==> src/rtl/lsu_pkg.sv <==
// Shared LSU definitions: op-field layout, FSM state codes, ALE exception code
// and the store strobe/replication and misalignment helpers.
package lsu_pkg;

  // in_op = {store, unsigned, size[1:0]}
  localparam logic [1:0] SZ_B = 2'd0;
  localparam logic [1:0] SZ_H = 2'd1;
  localparam logic [1:0] SZ_W = 2'd2;
  localparam int OP_STORE    = 3;
  localparam int OP_UNSIGNED = 2;

  typedef logic [1:0] lsu_state_t;
  localparam lsu_state_t ST_IDLE = 2'd0;
  localparam lsu_state_t ST_REQ  = 2'd1;
  localparam lsu_state_t ST_WAIT = 2'd2;
  localparam lsu_state_t ST_RESP = 2'd3;

  localparam logic [5:0] ECODE_ALE = 6'h09;

  function automatic logic lsu_misaligned(input logic [1:0] size, input logic [1:0] off);
    case (size)
      SZ_B:    return 1'b0;
      SZ_H:    return off[0];
      default: return |off;
    endcase
  endfunction

  // Half strobes shift by the raw offset so an unchecked half at offset 3 truncates to 4'b1000.
  function automatic logic [3:0] lsu_wstrb(input logic [3:0] op, input logic [1:0] off);
    if (!op[OP_STORE]) return 4'b0000;
    case (op[1:0])
      SZ_B:    return 4'b0001 << off;
      SZ_H:    return 4'b0011 << off;
      default: return 4'b1111;
    endcase
  endfunction

  function automatic logic [31:0] lsu_wdata(input logic [1:0] size, input logic [31:0] wdata);
    case (size)
      SZ_B:    return {4{wdata[7:0]}};
      SZ_H:    return {2{wdata[15:0]}};
      default: return wdata;
    endcase
  endfunction

endpackage

==> src/rtl/lsu_load_align.sv <==
// Combinational load aligner: shifts read data down by the byte offset, then
// truncates to the access size and sign- or zero-extends to 32 bits.
module lsu_load_align
  import lsu_pkg::*;
(
  input  logic [31:0] rdata,
  input  logic [1:0]  offset,
  input  logic [1:0]  size,
  input  logic        is_unsigned,
  output logic [31:0] result
);

  logic [31:0] shifted;

  always_comb begin
    shifted = rdata >> {offset, 3'b000};
    case (size)
      SZ_B:    result = {{24{~is_unsigned & shifted[7]}}, shifted[7:0]};
      SZ_H:    result = {{16{~is_unsigned & shifted[15]}}, shifted[15:0]};
      default: result = shifted;
    endcase
  end

endmodule

==> src/rtl/lsu_sram_bridge.sv <==
// LSU to data-SRAM bridge, one op at a time: req T+1, result >= T+3 (ALE: T+1); in_ready low until WB handshake.
// Misalignment check (out_ale/out_badv) only when LSU_ALIGN_CHECK_EN is defined.
module lsu_sram_bridge
  import lsu_pkg::*;
#(
  parameter int ADDR_W = 32
) (
  input  logic              clk,
  input  logic              reset,
  input  logic              in_valid,
  output logic              in_ready,
  input  logic [3:0]        in_op,
  input  logic [ADDR_W-1:0] in_addr,
  input  logic [31:0]       in_wdata,
  input  logic [4:0]        in_dest,
  output logic              out_valid,
  input  logic              out_ready,
  output logic [31:0]       out_rdata,
  output logic [4:0]        out_dest,
  output logic              out_we,
  output logic              out_ale,
  output logic [ADDR_W-1:0] out_badv,
  output logic              data_sram_req,
  output logic              data_sram_wr,
  output logic [1:0]        data_sram_size,
  output logic [3:0]        data_sram_wstrb,
  output logic [ADDR_W-1:0] data_sram_addr,
  output logic [31:0]       data_sram_wdata,
  input  logic              data_sram_addr_ok,
  input  logic              data_sram_data_ok,
  input  logic [31:0]       data_sram_rdata
);

  lsu_state_t        state;
  logic [3:0]        op_q;
  logic [ADDR_W-1:0] addr_q;
  logic [31:0]       wdata_q;
  logic [3:0]        wstrb_q;
  logic [4:0]        dest_q;
  logic [31:0]       result_q;
  logic              ale_q;
  logic              misal;
  logic [31:0]       align_res;

`ifdef LSU_ALIGN_CHECK_EN
  assign misal = lsu_misaligned(in_op[1:0], in_addr[1:0]);
`else
  assign misal = 1'b0;
`endif

  lsu_load_align u_align (
    .rdata       (data_sram_rdata),
    .offset      (addr_q[1:0]),
    .size        (op_q[1:0]),
    .is_unsigned (op_q[OP_UNSIGNED]),
    .result      (align_res)
  );

  // Strobes and replicated data are computed at accept so the SRAM side sees only flops.
  always_ff @(posedge clk) begin
    if (reset) begin
      state    <= ST_IDLE;
      op_q     <= '0;
      addr_q   <= '0;
      wdata_q  <= '0;
      wstrb_q  <= '0;
      dest_q   <= '0;
      result_q <= '0;
      ale_q    <= 1'b0;
    end else begin
      case (state)
        ST_IDLE: begin
          if (in_valid) begin
            op_q     <= in_op;
            addr_q   <= in_addr;
            wdata_q  <= lsu_wdata(in_op[1:0], in_wdata);
            wstrb_q  <= lsu_wstrb(in_op, in_addr[1:0]);
            dest_q   <= in_dest;
            result_q <= '0;
            ale_q    <= misal;
            state    <= misal ? ST_RESP : ST_REQ;
          end
        end
        ST_REQ: begin
          if (data_sram_addr_ok) state <= ST_WAIT;
        end
        ST_WAIT: begin
          if (data_sram_data_ok) begin
            result_q <= op_q[OP_STORE] ? 32'h0 : align_res;
            state    <= ST_RESP;
          end
        end
        default: begin
          if (out_ready) state <= ST_IDLE;
        end
      endcase
    end
  end

  assign in_ready        = (state == ST_IDLE);
  assign data_sram_req   = (state == ST_REQ);
  assign data_sram_wr    = op_q[OP_STORE];
  assign data_sram_size  = op_q[1:0];
  assign data_sram_wstrb = wstrb_q;
  assign data_sram_addr  = addr_q;
  assign data_sram_wdata = wdata_q;

  assign out_valid = (state == ST_RESP);
  assign out_rdata = result_q;
  assign out_dest  = dest_q;
  assign out_we    = out_valid & ~op_q[OP_STORE] & ~ale_q;
  assign out_ale   = out_valid & ale_q;
  assign out_badv  = out_ale ? addr_q : '0;

endmodule
==> config.mk <==
export PLATFORM = sky130hd
export DESIGN_NAME = lsu_sram_bridge
export DESIGN_NICKNAME = d
export VERILOG_FILES = /design/src/rtl/lsu_pkg.sv /design/src/rtl/lsu_load_align.sv /design/src/rtl/lsu_sram_bridge.sv
export SDC_FILE = /design/constraint.sdc
export NUM_CORES = 1
export LEC_CHECK = 0
export ABC_AREA = 1
export CAP_MARGIN = 10
export CORE_MARGIN = 2
export CORE_UTILIZATION = 38
export DETAILED_ROUTE_END_ITERATION = 16
export GPL_ROUTABILITY_DRIVEN = 0
export GPL_TIMING_DRIVEN = 0
export PLACE_DENSITY = 0.87
export SETUP_SLACK_MARGIN = 0.02
export SYNTH_ARGS = -nofsm -noshare
export SYNTH_HDL_FRONTEND = slang
export SYNTH_HIERARCHICAL = 1
export SYNTH_SLANG_ARGS = --single-unit
==> constraint.sdc <==
create_clock -name clk -period 1.27 [get_ports clk]
set_input_delay 0.254 -clock clk [delete_from_list [all_inputs] [get_ports clk]]
set_output_delay 0.254 -clock clk [all_outputs]
set_load 0.005 [all_outputs]
==> impl_metrics.json <==
{
  "hold_viol_final": 0,
  "clk_pin_slew_worst_paths_ps": 80,
  "h-tree-depth": 3,
  "rrSetupSlack_ps": -320,
  "worst_clock_skew_ps": 7.79,
  "hold_ws_ps": 462,
  "worstReg2RegEnd": "data_sram_wdata[20]",
  "cts_tree": "built",
  "wire_per_inst_microns": 16.8,
  "cts_buffers": 9,
  "drv_cap": 0,
  "clock_sink_count": 111,
  "clk_latency_ps": 360,
  "drive_above_1_share": 0.373,
  "hold_path_class": "reg -> reg",
  "via_per_inst": 5.24,
  "yosysWarnings": 6,
  "violations": "setup timing",
  "end_kind": "register",
  "synth_edf_count": 0,
  "hpwlAfterDp_mm": 14.3,
  "rsz0062_at_grt": "yes",
  "io_pins": 256,
  "synthArstFlopShare": 0,
  "path_max_fanout": 7,
  "num_vias": 6799,
  "r2r_start": "state[1]",
  "clock-root-buffer": "clkbuf_16",
  "portBuffers": 221,
  "hp-start": "data_sram_wdata[7]",
  "grt_overflow_total": 0,
  "ys_types": 28,
  "diodes": 0,
  "antenna_left": 0,
  "routed_wl_mm": 21.8,
  "synthFlopType": "dfxtp_1",
  "finalSetupViolCount": 116,
  "relSlewSlack": 0.472,
  "firstDrtPassIters": 5,
  "synth_area_sq_um": 5600,
  "tightest_slew_ps": 792,
  "cts_buffer_depth": 2,
  "power.density_nw_per_um2": 1820,
  "first_iter_violations": 607,
  "setup_ws_ps": -316,
  "start_util": 0.386,
  "rows": 44,
  "r2r.worst_path.cells": 9,
  "p_leak_nw": 4.63,
  "ys_ff_latch": 111,
  "antenna_found_initial": 0,
  "grt_usage": 0.248,
  "area_growth_syn_to_layout_pct": 80.4,
  "total_power_mw": 18.4,
  "nets": 1224,
  "die_w_microns": 125,
  "synthCells": 794,
  "grt_pass1_vias": 6293,
  "grt_max_degree": 24,
  "seq_area_frac_synth": 0.397,
  "fmax_ghz": 0.631,
  "die_area_sq_um": 15700,
  "post-route-min-period_ps": 1590,
  "drv_slew": 0,
  "grt_pass1_wl_mm": 31.4,
  "syn_area_per_cell_sq_um": 7.05,
  "path_class": "reg -> reg",
  "outcome": "complete, but fails checks",
  "hold-path-endpoint": "data_sram_wdata[7]",
  "cp.required_ps": 1490,
  "irDropWorstVdd_mv": 0.983,
  "core_area_sq_um": 14500,
  "cp-start-kind": "register",
  "drc": 0,
  "crit_arrival_ps": 1810,
  "hold_depth": 2,
  "period_share": 1.25,
  "die_y_microns": 125
}
[critical path, stage by stage, from the launching register on]
cell and delay, ps:
dfxtp_4 390, inv_4 50, ha_4 160, buf_6 130, nand2_8 110, buf_12 170
clkbuf_16 160, nor2_4 30, o22ai_1 140, a21oi_1 100
[area by class of cell]
type                            count  area (sq um)
Sequential cell                   111          2300
Inverter                           60           258
Clock buffer                        9           225
Clock inverter                      7          88.8
Timing Repair Buffer              272          2690
Tap cell                          184           230
Fill cell                        1109          4380
Buffer                             91           851
Multi-Input combinational cell    564          3450
[layout by cell type, fill, tap and decap left out, drive strengths merged]
master         synthesis  layout
nand4                 33      33
a31oi                  1       1
dlygate4sd2            0      79
clkdlybuf4s15          0      21
nand2                168     168
buf                   73     126
clkbuf                18      37
a22oi                  9       9
ha                     4       4
nor2                 116     116
and2                   1       1
o211ai                 2       2
clkdlybuf4s50          0     109
nand3                 41      41
dfxtp                111     111
inv                   60      66
conb                   1      33
o22ai                  8       8
o21ai                 70      70
a21oi                 78      78
clkinv                 0       1
[how the worst max path moves through the flow]
stage	slack (ps)	end	cells after the start	startpoint
finish	-320	data_sram_wdata[20]	9	state[1]
global route	-360	data_sram_wdata[20]	9	state[0]
CTS	-240	out_rdata[15]	10	data_sram_addr[0]
detailed placement	-530	out_rdata[26]	10	data_sram_rdata[23]
global placement	-510	out_rdata[28]	10	data_sram_rdata[23]
floorplan	-50	out_rdata[18]	10	data_sram_addr[0]
[per-layer routing]
metal,part of all wire,track usage
met1,0.36,0.273
met2,0.51,0.432
met3,0.097,0.0864
met4,0.035,0.110
met5,0,0
[power by group]
part	switching (mW)	total (mW)	leakage (nW)	internal (mW)
combinational	5.44	10.6	3.54	5.16
sequential	0.528	4.80	0.933	4.27
clock	1.56	3.00	0.154	1.45
total	7.53	18.4	4.63	10.9
[per-stage QoR]
| stage | instances | util | worst slack, ps | cell area (sq um) | setup TNS [ps] |
|---|---|---|---|---|---|
| 2_1_floorplan | 826 | - | -49.3 | 5780 | -633 |
| 3_3_place_gp | 1231 | 0.568 | -513 | 8220 | -43200 |
| 3_5_place_dp | 1231 | 0.568 | -534 | 8220 | -45810 |
| 4_1_cts | 1277 | 0.633 | -239 | 9160 | -16420 |
| 5_1_grt | 1298 | 0.697 | -361 | 10100 | -26600 |
| 6_report | 1298 | 0.697 | -316 | 10100 | -20120 |
[repair_timing]
| action | CTS | global route |
|---|---|---|
| buffers inserted | 20 | 13 |
| hold buffers | 0 | 0 |
| gates cloned | 10 | 8 |
| pin swaps | 12 | 39 |
| setup endpoints to repair | 223 | 143 |
| gates resized for setup | 369 | 218 |
[cells in the mapped netlist (9+ instances only)]
library cell | n | area (sq um)
a21oi_1 | 78 | 390
a22oi_1 | 9 | 67.6
buf_2 | 25 | 125
buf_4 | 39 | 293
clkbuf_1 | 18 | 67.6
dfxtp_1 | 111 | 2220
inv_1 | 54 | 203
nand2_1 | 164 | 616
nand3_1 | 25 | 125
nand3_2 | 15 | 150
nand4_1 | 33 | 206
nor2_1 | 104 | 390
nor2_2 | 9 | 56.3
o21ai_0 | 70 | 350
[flip-flops by register name, indices dropped and copies added, names as in the netlist]
register         flops
data_sram_addr      32
out_rdata           32
op_q                 4
data_sram_wstrb      4
state                2
out_dest             5
data_sram_wdata     32
[kinds of logic (layout without fill, tap and decap cells)]
group | count (synthesis) | in the layout | synth area share
AND/OR/NAND/NOR | 359 | 359 | 0.292
AO/OA/AOI/OAI | 168 | 168 | 0.157
buffers and inverters | 151 | 439 | 0.144
flip-flops | 111 | 111 | 0.397
adder cells (fa/ha/maj) | 4 | 4 | 0.00894
other | 1 | 33 | 0.000670
Note: power is estimated with default switching activity, not from simulation.
